$ cat src/rtl/mealy_stream_sequencer.sv
// mealy_stream_sequencer
// Serialises accepted words MSB first into an embedded Mealy pattern detector,
// collects the hit count and a per-bit hit mask, and returns them to a
// valid/ready downstream. States: IDLE (accept), SHIFT (one bit per clock),
// REPORT (hold result until taken). abort cancels any word in flight.
module mealy_stream_sequencer #(
    parameter int                 WIDTH          = 8,
    parameter int                 PAT_LEN        = 4,
    parameter logic [PAT_LEN-1:0] PATTERN        = 4'b1101,
    parameter bit                 CLEAR_PER_WORD = 1'b1
) (
    input  logic                       clk,
    input  logic                       rst,
    input  logic                       abort,
    input  logic                       in_valid,
    output logic                       in_ready,
    input  logic [WIDTH-1:0]           in_data,
    output logic                       out_valid,
    input  logic                       out_ready,
    output logic [$clog2(WIDTH+1)-1:0] out_count,
    output logic [WIDTH-1:0]           out_mask,
    output logic                       det_bit,
    output logic                       det_hit,
    output logic                       busy
);

    localparam int IDX_W  = $clog2(WIDTH);
    localparam int FILL_W = $clog2(PAT_LEN + 1);
    localparam int CNT_W  = $clog2(WIDTH + 1);

    localparam logic [IDX_W-1:0]  LAST_IDX  = IDX_W'(WIDTH - 1);
    localparam logic [FILL_W-1:0] FILL_MAX  = FILL_W'(PAT_LEN);
    localparam logic [FILL_W-1:0] FILL_HIT  = FILL_W'(PAT_LEN - 1);

    typedef enum logic [1:0] {
        IDLE   = 2'b00,
        SHIFT  = 2'b01,
        REPORT = 2'b10
    } state_t;

    state_t               state_r;
    state_t               state_next_s;
    logic [WIDTH-1:0]     shreg_r;
    logic [WIDTH-1:0]     shreg_next_s;
    logic [PAT_LEN-2:0]   hist_r;
    logic [PAT_LEN-2:0]   hist_next_s;
    logic [FILL_W-1:0]    fill_r;
    logic [FILL_W-1:0]    fill_next_s;
    logic [IDX_W-1:0]     idx_r;
    logic [IDX_W-1:0]     idx_next_s;
    logic [CNT_W-1:0]     count_r;
    logic [CNT_W-1:0]     count_next_s;
    logic [WIDTH-1:0]     mask_r;
    logic [WIDTH-1:0]     mask_next_s;
    logic                 in_ready_r;
    logic                 out_valid_r;
    logic                 busy_r;

    logic                 det_bit_s;
    logic                 det_hit_s;
    logic [PAT_LEN-1:0]   window_s;
    logic [WIDTH-1:0]     hit_onehot_s;

    // Mealy detector: present serial bit plus stored history, gated by the fill guard
    always_comb begin
        det_bit_s    = 1'b0;
        det_hit_s    = 1'b0;
        hit_onehot_s = {WIDTH{1'b0}};
        if (state_r == SHIFT) begin
            det_bit_s = shreg_r[WIDTH-1];
        end else begin
            det_bit_s = 1'b0;
        end
        window_s = {hist_r, det_bit_s};
        if ((state_r == SHIFT) && (fill_r >= FILL_HIT) && (window_s == PATTERN)) begin
            det_hit_s = 1'b1;
        end else begin
            det_hit_s = 1'b0;
        end
        // bit index i was in_data[WIDTH-1-i] when the word was loaded
        hit_onehot_s[LAST_IDX - idx_r] = 1'b1;
    end

    // Next-state and datapath update; abort outranks every other request
    always_comb begin
        state_next_s = state_r;
        shreg_next_s = shreg_r;
        hist_next_s  = hist_r;
        fill_next_s  = fill_r;
        idx_next_s   = idx_r;
        count_next_s = count_r;
        mask_next_s  = mask_r;
        case (state_r)
            IDLE: begin
                if (abort) begin
                    state_next_s = IDLE;
                end else if (in_valid) begin
                    state_next_s = SHIFT;
                    shreg_next_s = in_data;
                    idx_next_s   = {IDX_W{1'b0}};
                    count_next_s = {CNT_W{1'b0}};
                    mask_next_s  = {WIDTH{1'b0}};
                    if (CLEAR_PER_WORD) begin
                        hist_next_s = {(PAT_LEN-1){1'b0}};
                        fill_next_s = {FILL_W{1'b0}};
                    end else begin
                        hist_next_s = hist_r;
                        fill_next_s = fill_r;
                    end
                end else begin
                    state_next_s = IDLE;
                end
            end
            SHIFT: begin
                if (abort) begin
                    state_next_s = IDLE;
                    hist_next_s  = {(PAT_LEN-1){1'b0}};
                    fill_next_s  = {FILL_W{1'b0}};
                end else begin
                    shreg_next_s = {shreg_r[WIDTH-2:0], 1'b0};
                    hist_next_s  = window_s[PAT_LEN-2:0];
                    if (fill_r < FILL_MAX) begin
                        fill_next_s = fill_r + FILL_W'(1);
                    end else begin
                        fill_next_s = fill_r;
                    end
                    if (det_hit_s) begin
                        count_next_s = count_r + CNT_W'(1);
                        mask_next_s  = mask_r | hit_onehot_s;
                    end else begin
                        count_next_s = count_r;
                        mask_next_s  = mask_r;
                    end
                    if (idx_r == LAST_IDX) begin
                        state_next_s = REPORT;
                        idx_next_s   = {IDX_W{1'b0}};
                    end else begin
                        state_next_s = SHIFT;
                        idx_next_s   = idx_r + IDX_W'(1);
                    end
                end
            end
            REPORT: begin
                if (abort) begin
                    state_next_s = IDLE;
                    hist_next_s  = {(PAT_LEN-1){1'b0}};
                    fill_next_s  = {FILL_W{1'b0}};
                end else if (out_ready) begin
                    state_next_s = IDLE;
                end else begin
                    state_next_s = REPORT;
                end
            end
            default: begin
                state_next_s = IDLE;
            end
        endcase
    end

    // State register
    always_ff @(posedge clk or posedge rst) begin
        if (rst) begin
            state_r <= IDLE;
        end else begin
            state_r <= state_next_s;
        end
    end

    // Datapath registers and registered handshake/status flags
    always_ff @(posedge clk or posedge rst) begin
        if (rst) begin
            shreg_r     <= {WIDTH{1'b0}};
            hist_r      <= {(PAT_LEN-1){1'b0}};
            fill_r      <= {FILL_W{1'b0}};
            idx_r       <= {IDX_W{1'b0}};
            count_r     <= {CNT_W{1'b0}};
            mask_r      <= {WIDTH{1'b0}};
            in_ready_r  <= 1'b1;
            out_valid_r <= 1'b0;
            busy_r      <= 1'b0;
        end else begin
            shreg_r     <= shreg_next_s;
            hist_r      <= hist_next_s;
            fill_r      <= fill_next_s;
            idx_r       <= idx_next_s;
            count_r     <= count_next_s;
            mask_r      <= mask_next_s;
            in_ready_r  <= (state_next_s == IDLE);
            out_valid_r <= (state_next_s == REPORT);
            busy_r      <= (state_next_s != IDLE);
        end
    end

    assign in_ready  = in_ready_r;
    assign out_valid = out_valid_r;
    assign busy      = busy_r;
    assign out_count = count_r;
    assign out_mask  = mask_r;
    assign det_bit   = det_bit_s;
    assign det_hit   = det_hit_s;

endmodule

$ cat config.mk
export PLATFORM = sky130hd
export DESIGN_NAME = mealy_stream_sequencer
export DESIGN_NICKNAME = d
export VERILOG_FILES = /design/src/rtl/mealy_stream_sequencer.sv
export SDC_FILE = /design/constraint.sdc
export NUM_CORES = 1
export LEC_CHECK = 0
export CAP_MARGIN = 5
export CORE_MARGIN = 5
export CORE_UTILIZATION = 54
export CTS_BUF_LIST = sky130_fd_sc_hd__clkbuf_2 sky130_fd_sc_hd__clkbuf_4 sky130_fd_sc_hd__clkbuf_8
export DETAILED_ROUTE_END_ITERATION = 8
export HOLD_SLACK_MARGIN = 0.05
export PLACE_DENSITY = 0.82
export SYNTH_ARGS = -nofsm -noshare
export SYNTH_HDL_FRONTEND = slang
export SYNTH_SLANG_ARGS = --single-unit
$ cat constraint.sdc
create_clock -name clk -period 1.72 [get_ports clk]
set_input_delay 0.172 -clock clk [delete_from_list [all_inputs] [get_ports clk]]
set_output_delay 0.172 -clock clk [all_outputs]
set_load 0.01 [all_outputs]
==> results_dict.tcl, run 1 <==
set metrics [dict create \
    post_dp_cell_area_um2 2130 \
    cts_inserted_buffers 5 \
    swShare 0.304 \
    ys_ff_latch 34 \
    period_minus_slack_ns 1.82 \
    port_buffers 29 \
    setup_viol 1 \
    gp_congestion 0.794 \
    drc 0 \
    p_clk_frac 0.246 \
    cap_viol_max_count 0 \
    reg2regPathDepth 7 \
    drive_above_1_share 0.223 \
    ioPinCount 30 \
    drv_slew 0 \
    cp.required_ns 1.55 \
    ctsHoldBuffers 0 \
    combPwrFrac 0.253 \
    fmax_mhz 551 \
    grt_setup_unrepaired "true" \
    h-tree-depth 2 \
    dp_hpwl_um 2820 \
    clock_path_buffers 2 \
    synth-seq-area-share 0.503 \
    insertion_delay_ns 0.35 \
    rows 20 \
    max-slew-margin-rel 0.699 \
    drtPass1Iterations 4 \
    synth_nets 178 \
    cp_max_fo 2 \
    crit_type "reg -> out" \
    final_antenna_net_count 0 \
    chipWidth_um 66.0 \
    dp.cells 243 \
    synth.distinct_cells 45 \
    wl_per_cell_um 15.4 \
    grt_antenna_before_repair 0 \
    vias_per_cell 5.47 \
    die_y_um 66.0 \
    cts.reportedPaths.clkPinSlew_ns 0.11 \
    cellPowerDensity_nw_per_um2 875 \
    grt_use_total 0.208 \
    vias 1396 \
    tightestPinTransition_ns 0.448 \
    antennaDiodeCount 0 \
    p_leak_uw 0.00102 \
    core_um2 3030 \
    final_cells 255 \
    p_int_uw 1370 \
    first_global_vias 1467 \
    overflow 0 \
    synth-async-reset-ratio 1.00 \
    peakVddDrop_mv 0.631 \
    cp.arrival_ns 1.64 \
    yosys_warnings 0 \
    p_seq_frac 0.501 \
    final_nets 228 \
    synth_edf_count 0 \
    area_growth_pct 32.7 \
    syn-mean-instance-area_um2 10.6 \
    cp-end-kind "output port" \
    synthCells 160 \
    p_total_uw 1970 \
    worst_clock_skew_ns 0.0151 \
    grt_max_degree 35 \
    cts_tree "yes" \
    violations "setup timing" \
    hold_path.class "in -> async" \
    die_area_um2 4350 \
    outcome "finished with violations" \
    post-route-period-util 1.06 \
    setup_ws_ns -0.0955 \
    root_buffer "clkbuf_4" \
    syn_area_um2 1690 \
    design_area_um2 2250 \
    synthFlopType "dfrtp_1" \
    start_util 0.559 \
    switching_power_uw 598 \
    cp-start-kind "register" \
    wl_um 3920 \
    drt-initial-drc-count 102 \
    grt_pass1_wl_um 6820 \
    clock-sinks 34 \
    hold_viol_final 0 \
]
-- what timing repair did --
action | 4_1_cts | 5_1_grt
endpoints found under the setup margin | 3 | 5
gates resized for setup | 8 | 3
pin swaps | 2 | 1
setup buffers | 3 | 1
-- state kept, by name (all words and copies together) (netlist names) --
name	flops
out_count	4
fill_r	3
out_mask	8
busy	1
state_r	2
idx_r	3
out_valid	1
shreg_r	8
hist_r	3
in_ready	1
-- layer usage --
metal	track usage	vias to the layer above	wire length, um
li1	-	673	-
met1	0.243	686	1660
met2	0.359	31	2030
met3	0.0612	6	188
met4	0.0761	0	50
met5	0	-	0
-- synth_stat cells (2+ instances only) --
library cell,count,area share
a211oi_1,2,0.0089
a21o_1,2,0.0089
a21oi_1,5,0.015
a22o_1,9,0.047
a32o_1,2,0.012
buf_2,4,0.012
buf_4,3,0.013
dfrtp_1,33,0.49
ha_1,5,0.037
inv_1,4,0.0089
mux2i_1,7,0.041
nand2_1,23,0.051
nand2b_1,5,0.018
nand3_1,4,0.012
nand4_1,3,0.011
nand4b_1,2,0.010
nor2_1,5,0.011
nor2b_1,2,0.0074
o21ai_0,10,0.030
o21ai_1,3,0.0089
o31ai_2,3,0.022
-- worst max-delay path, stage by stage (launching register included) --
cell and delay (ns):
dfrtp_1 0.41, ha_2 0.19, ha_4 0.16, a211oi_4 0.20, or2_1 0.16, nor2_1 0.05, buf_2 0.13
-- metrics by stage --
step | hold WS [ns] | TNS, ns | worst slack, ns | utilization
finish | 0.208 | -0.0955 | -0.0955 | 0.742
global route | 0.275 | -0.149 | -0.149 | 0.742
CTS | 0.234 | -0.0739 | -0.0739 | 0.732
detailed placement | 0.474 | -0.247 | -0.247 | 0.702
global placement | 0.463 | -0.215 | -0.215 | 0.702
floorplan | 0.313 | 0 | 0.208 | -
-- layout make-up --
| cell class | count | area [um^2] |
|---|---|---|
| Clock buffer | 7 | 58.8 |
| Tap cell | 44 | 55.1 |
| Clock inverter | 1 | 5.00 |
| Fill cell | 219 | 781 |
| Timing Repair Buffer | 51 | 449 |
| Multi-Input combinational cell | 113 | 808 |
| Sequential cell | 34 | 852 |
| Inverter | 5 | 18.8 |
-- cell families (layout without fill, tap and decap cells) --
logic type                 count (synthesis)  count (layout)  share of synthesized area
AOI/OAI and AO/OA                         45              45                      0.194
DFF                                       34              34                      0.503
muxes                                      7               7                     0.0414
and+or+nand+nor                           56              56                      0.186
adders and majority gates                  5               5                     0.0370
buffers and inverters                     13              64                     0.0384
-- final timing paths --
kind	from	to	slack [ns]
max in group asynchronous	rst	in_ready	1.18
min reg2reg	shreg_r[6]	shreg_r[6]	0.49
max	fill_r[1]	det_hit	-0.1
min in group clk	in_data[7]	shreg_r[7]	0.40
min	rst	fill_r[1]	0.21
max reg2reg	fill_r[1]	out_count[3]	0.16
-- cells in the final DEF, fill, tap and decap left out, drive strengths merged, types with 2 or more instances in the layout --
cell / Yosys / final
dfrtp: 33 / 33
clkdlybuf4s50: 0 / 27
nand2: 23 / 23
buf: 7 / 23
o21ai: 14 / 14
a22o: 9 / 9
nor2: 8 / 8
mux2i: 7 / 7
clkbuf: 1 / 7
nand2b: 5 / 5
a21oi: 5 / 5
inv: 5 / 5
nand3: 5 / 5
ha: 5 / 5
o31ai: 4 / 4
nand4: 3 / 3
nor2b: 3 / 3
a211oi: 3 / 3
a21o: 2 / 2
a32o: 2 / 2
nand4b: 2 / 2
-- power by group through the flow --
stage | sequential, uW | combinational, uW | clock [uW]
final | 985 | 497 | 485
after detailed placement | 998 | 466 | 0
after floorplan | 998 | 253 | 0
after CTS | 982 | 482 | 494
after global routing | 1000 | 548 | 539
after global placement | 989 | 442 | 0
(Power assumes the default switching activity.)
==> run 2, diff against run 1 <==
--- a/config.mk
+++ b/config.mk
@@ -10,6 +10,8 @@
 export CORE_UTILIZATION = 54
 export CTS_BUF_LIST = sky130_fd_sc_hd__clkbuf_2 sky130_fd_sc_hd__clkbuf_4 sky130_fd_sc_hd__clkbuf_8
 export DETAILED_ROUTE_END_ITERATION = 8
+export GPL_ROUTABILITY_DRIVEN = 0
+export GPL_TIMING_DRIVEN = 0
 export HOLD_SLACK_MARGIN = 0.05
 export PLACE_DENSITY = 0.82
 export SYNTH_ARGS = -nofsm -noshare
==> results_dict.tcl, run 2 (synthesis gave the netlist of run 1 again) <==
set metrics [dict create \
    cp-start-kind "register" \
    crit_type "reg -> out" \
    peakVddDrop_mv 0.703 \
    area_growth_pct 29.0 \
    grt_use_total 0.198 \
    core_um2 3030 \
    final_cell_mix "dfrtp_1, clkdlybuf4s50_1, nand2_1" \
    die_area_um2 4350 \
    ff2ff_setup_slack_ns 0.10 \
    final_antenna_net_count 0 \
    max-slew-margin-rel 0.535 \
    drv_slew 0 \
    dp.cells 232 \
    insertion_delay_ns 0.34 \
    grt_antenna_before_repair 0 \
    post-route-period-util 1.05 \
    nFillCells 228 \
    clock-sinks 34 \
    rows 20 \
    vias 1397 \
    cp-end-kind "output port" \
    outcome "finished with violations" \
    hold_viol_final 0 \
    cts_inserted_buffers 5 \
    critPathSlowestCell "dfrtp_1" \
    drc 0 \
    design_area_um2 2180 \
    cellPowerDensity_nw_per_um2 892 \
    ioPinCount 30 \
    reg2reg_to "out_mask[7]" \
    start_util 0.559 \
    post-place-ws_ns -0.433 \
    p_total_uw 1950 \
    fmax_mhz 556 \
    first_global_vias 1430 \
    cp_max_fo 2 \
    drive_above_1_share 0.216 \
    h-tree-depth 2 \
    final_cells 248 \
    vias_per_cell 5.63 \
    period_minus_slack_ns 1.80 \
    worstHoldPathCells 2 \
    root_buffer "clkbuf_4" \
    tightestPinTransition_ns 0.697 \
    ctsHoldBuffers 0 \
    worst_clock_skew_ns 0.00844 \
    final_nets 221 \
    hold_path_startpoint "abort" \
    post_dp_cell_area_um2 2030 \
    die_y_um 66.0 \
    wl_um 3890 \
    hold_path.class "in -> reg" \
    setup_viol 1 \
    reg2regPathDepth 7 \
    antennaDiodeCount 0 \
    drtPass1Iterations 4 \
    cp.arrival_ns 1.63 \
    max_stage_delay_ns 0.41 \
    violations "setup timing" \
    overflow 0 \
    drt-initial-drc-count 57 \
    clock_path_buffers 2 \
    port_buffers 28 \
    critPathTopFamily "flip-flops" \
    cp.required_ns 1.55 \
    dp_hpwl_um 2760 \
    grt_setup_unrepaired "true" \
    wl_per_cell_um 15.7 \
    cts.reportedPaths.clkPinSlew_ns 0.10 \
    mostFrequentLayoutCell "dfrtp_1" \
    reg2reg_from "fill_r[2]" \
    p_leak_uw 0.000983 \
    cap_viol_max_count 0 \
    cts_tree "yes" \
    chipWidth_um 66.0 \
    grt_pass1_wl_um 6610 \
    grt_max_degree 35 \
    holdPathEnd "state_r[1]" \
    cp.buffers_inverters 1 \
    setup_ws_ns -0.0778 \
    crit_path_cell_trace "ha_2, ha_4, a211oi_4, or2_4, nor2_2, buf_2" \
]
-- run 2: changes by cell type in the layout (fill, tap and decap cells not counted), sizes merged --
cell / delta
clkinv: -1
buf: -7
clkbuf: +2
clkdlybuf4s50: -1
-- run 2: per-layer routing --
layer / GRT usage / part of all wire / vias to the layer above / routed length [um]
met4: 0.0685 / 0.021 / 0 / 83
met1: 0.236 / 0.42 / 678 / 1630
li1: - / - / 658 / -
met2: 0.337 / 0.51 / 47 / 1970
met3: 0.0646 / 0.052 / 14 / 203
met5: 0 / 0 / - / 0
-- run 2: stage by stage --
| stage | setup TNS (ns) | util | hold slack [ns] |
|---|---|---|---|
| 2_1_floorplan | 0 | - | 0.313 |
| 6_report | -0.0778 | 0.721 | 0.104 |
| 4_1_cts | -0.0722 | 0.721 | 0.111 |
| 3_5_place_dp | -0.465 | 0.670 | 0.468 |
| 3_3_place_gp | -0.398 | 0.670 | 0.460 |
| 5_1_grt | -0.163 | 0.721 | 0.0942 |
-- run 2: cell type report --
type | instances | area, um^2 | area share
multi-input combinational | 113 | 808 | 0.370
timing repair buffer | 36 | 334 | 0.153
tap | 44 | 55.1 | 0.0252
clock buffer | 8 | 66.3 | 0.0304
inverter | 5 | 18.8 | 0.00859
buffer | 8 | 48.8 | 0.0223
sequential | 34 | 853 | 0.391
-- run 2: worst max path at each step --
stage                     startpoint            to  slack (ns)  cells past startpoint
after floorplan            fill_r[0]  out_count[3]        0.21                      6
after global placement     fill_r[0]       det_hit       -0.40                      6
after detailed placement   fill_r[0]       det_hit       -0.43                      6
after CTS                  fill_r[1]       det_hit       -0.07                      6
after global routing       fill_r[1]       det_hit       -0.16                      6
final                      fill_r[0]       det_hit       -0.08                      6
-- run 2: timing repair --
item	in CTS	in global routing
resized for setup	13	1
pin swaps	4	0
buffers inserted	8	0
endpoints found under the setup margin	11	1
-- run 2: power by group --
part           internal [uW]  leakage (uW)  switching [uW]
Clock                    233     0.0000394             263
Combinational            236      0.000497             229
Sequential               893      0.000446            93.5
Total                   1360      0.000983             586
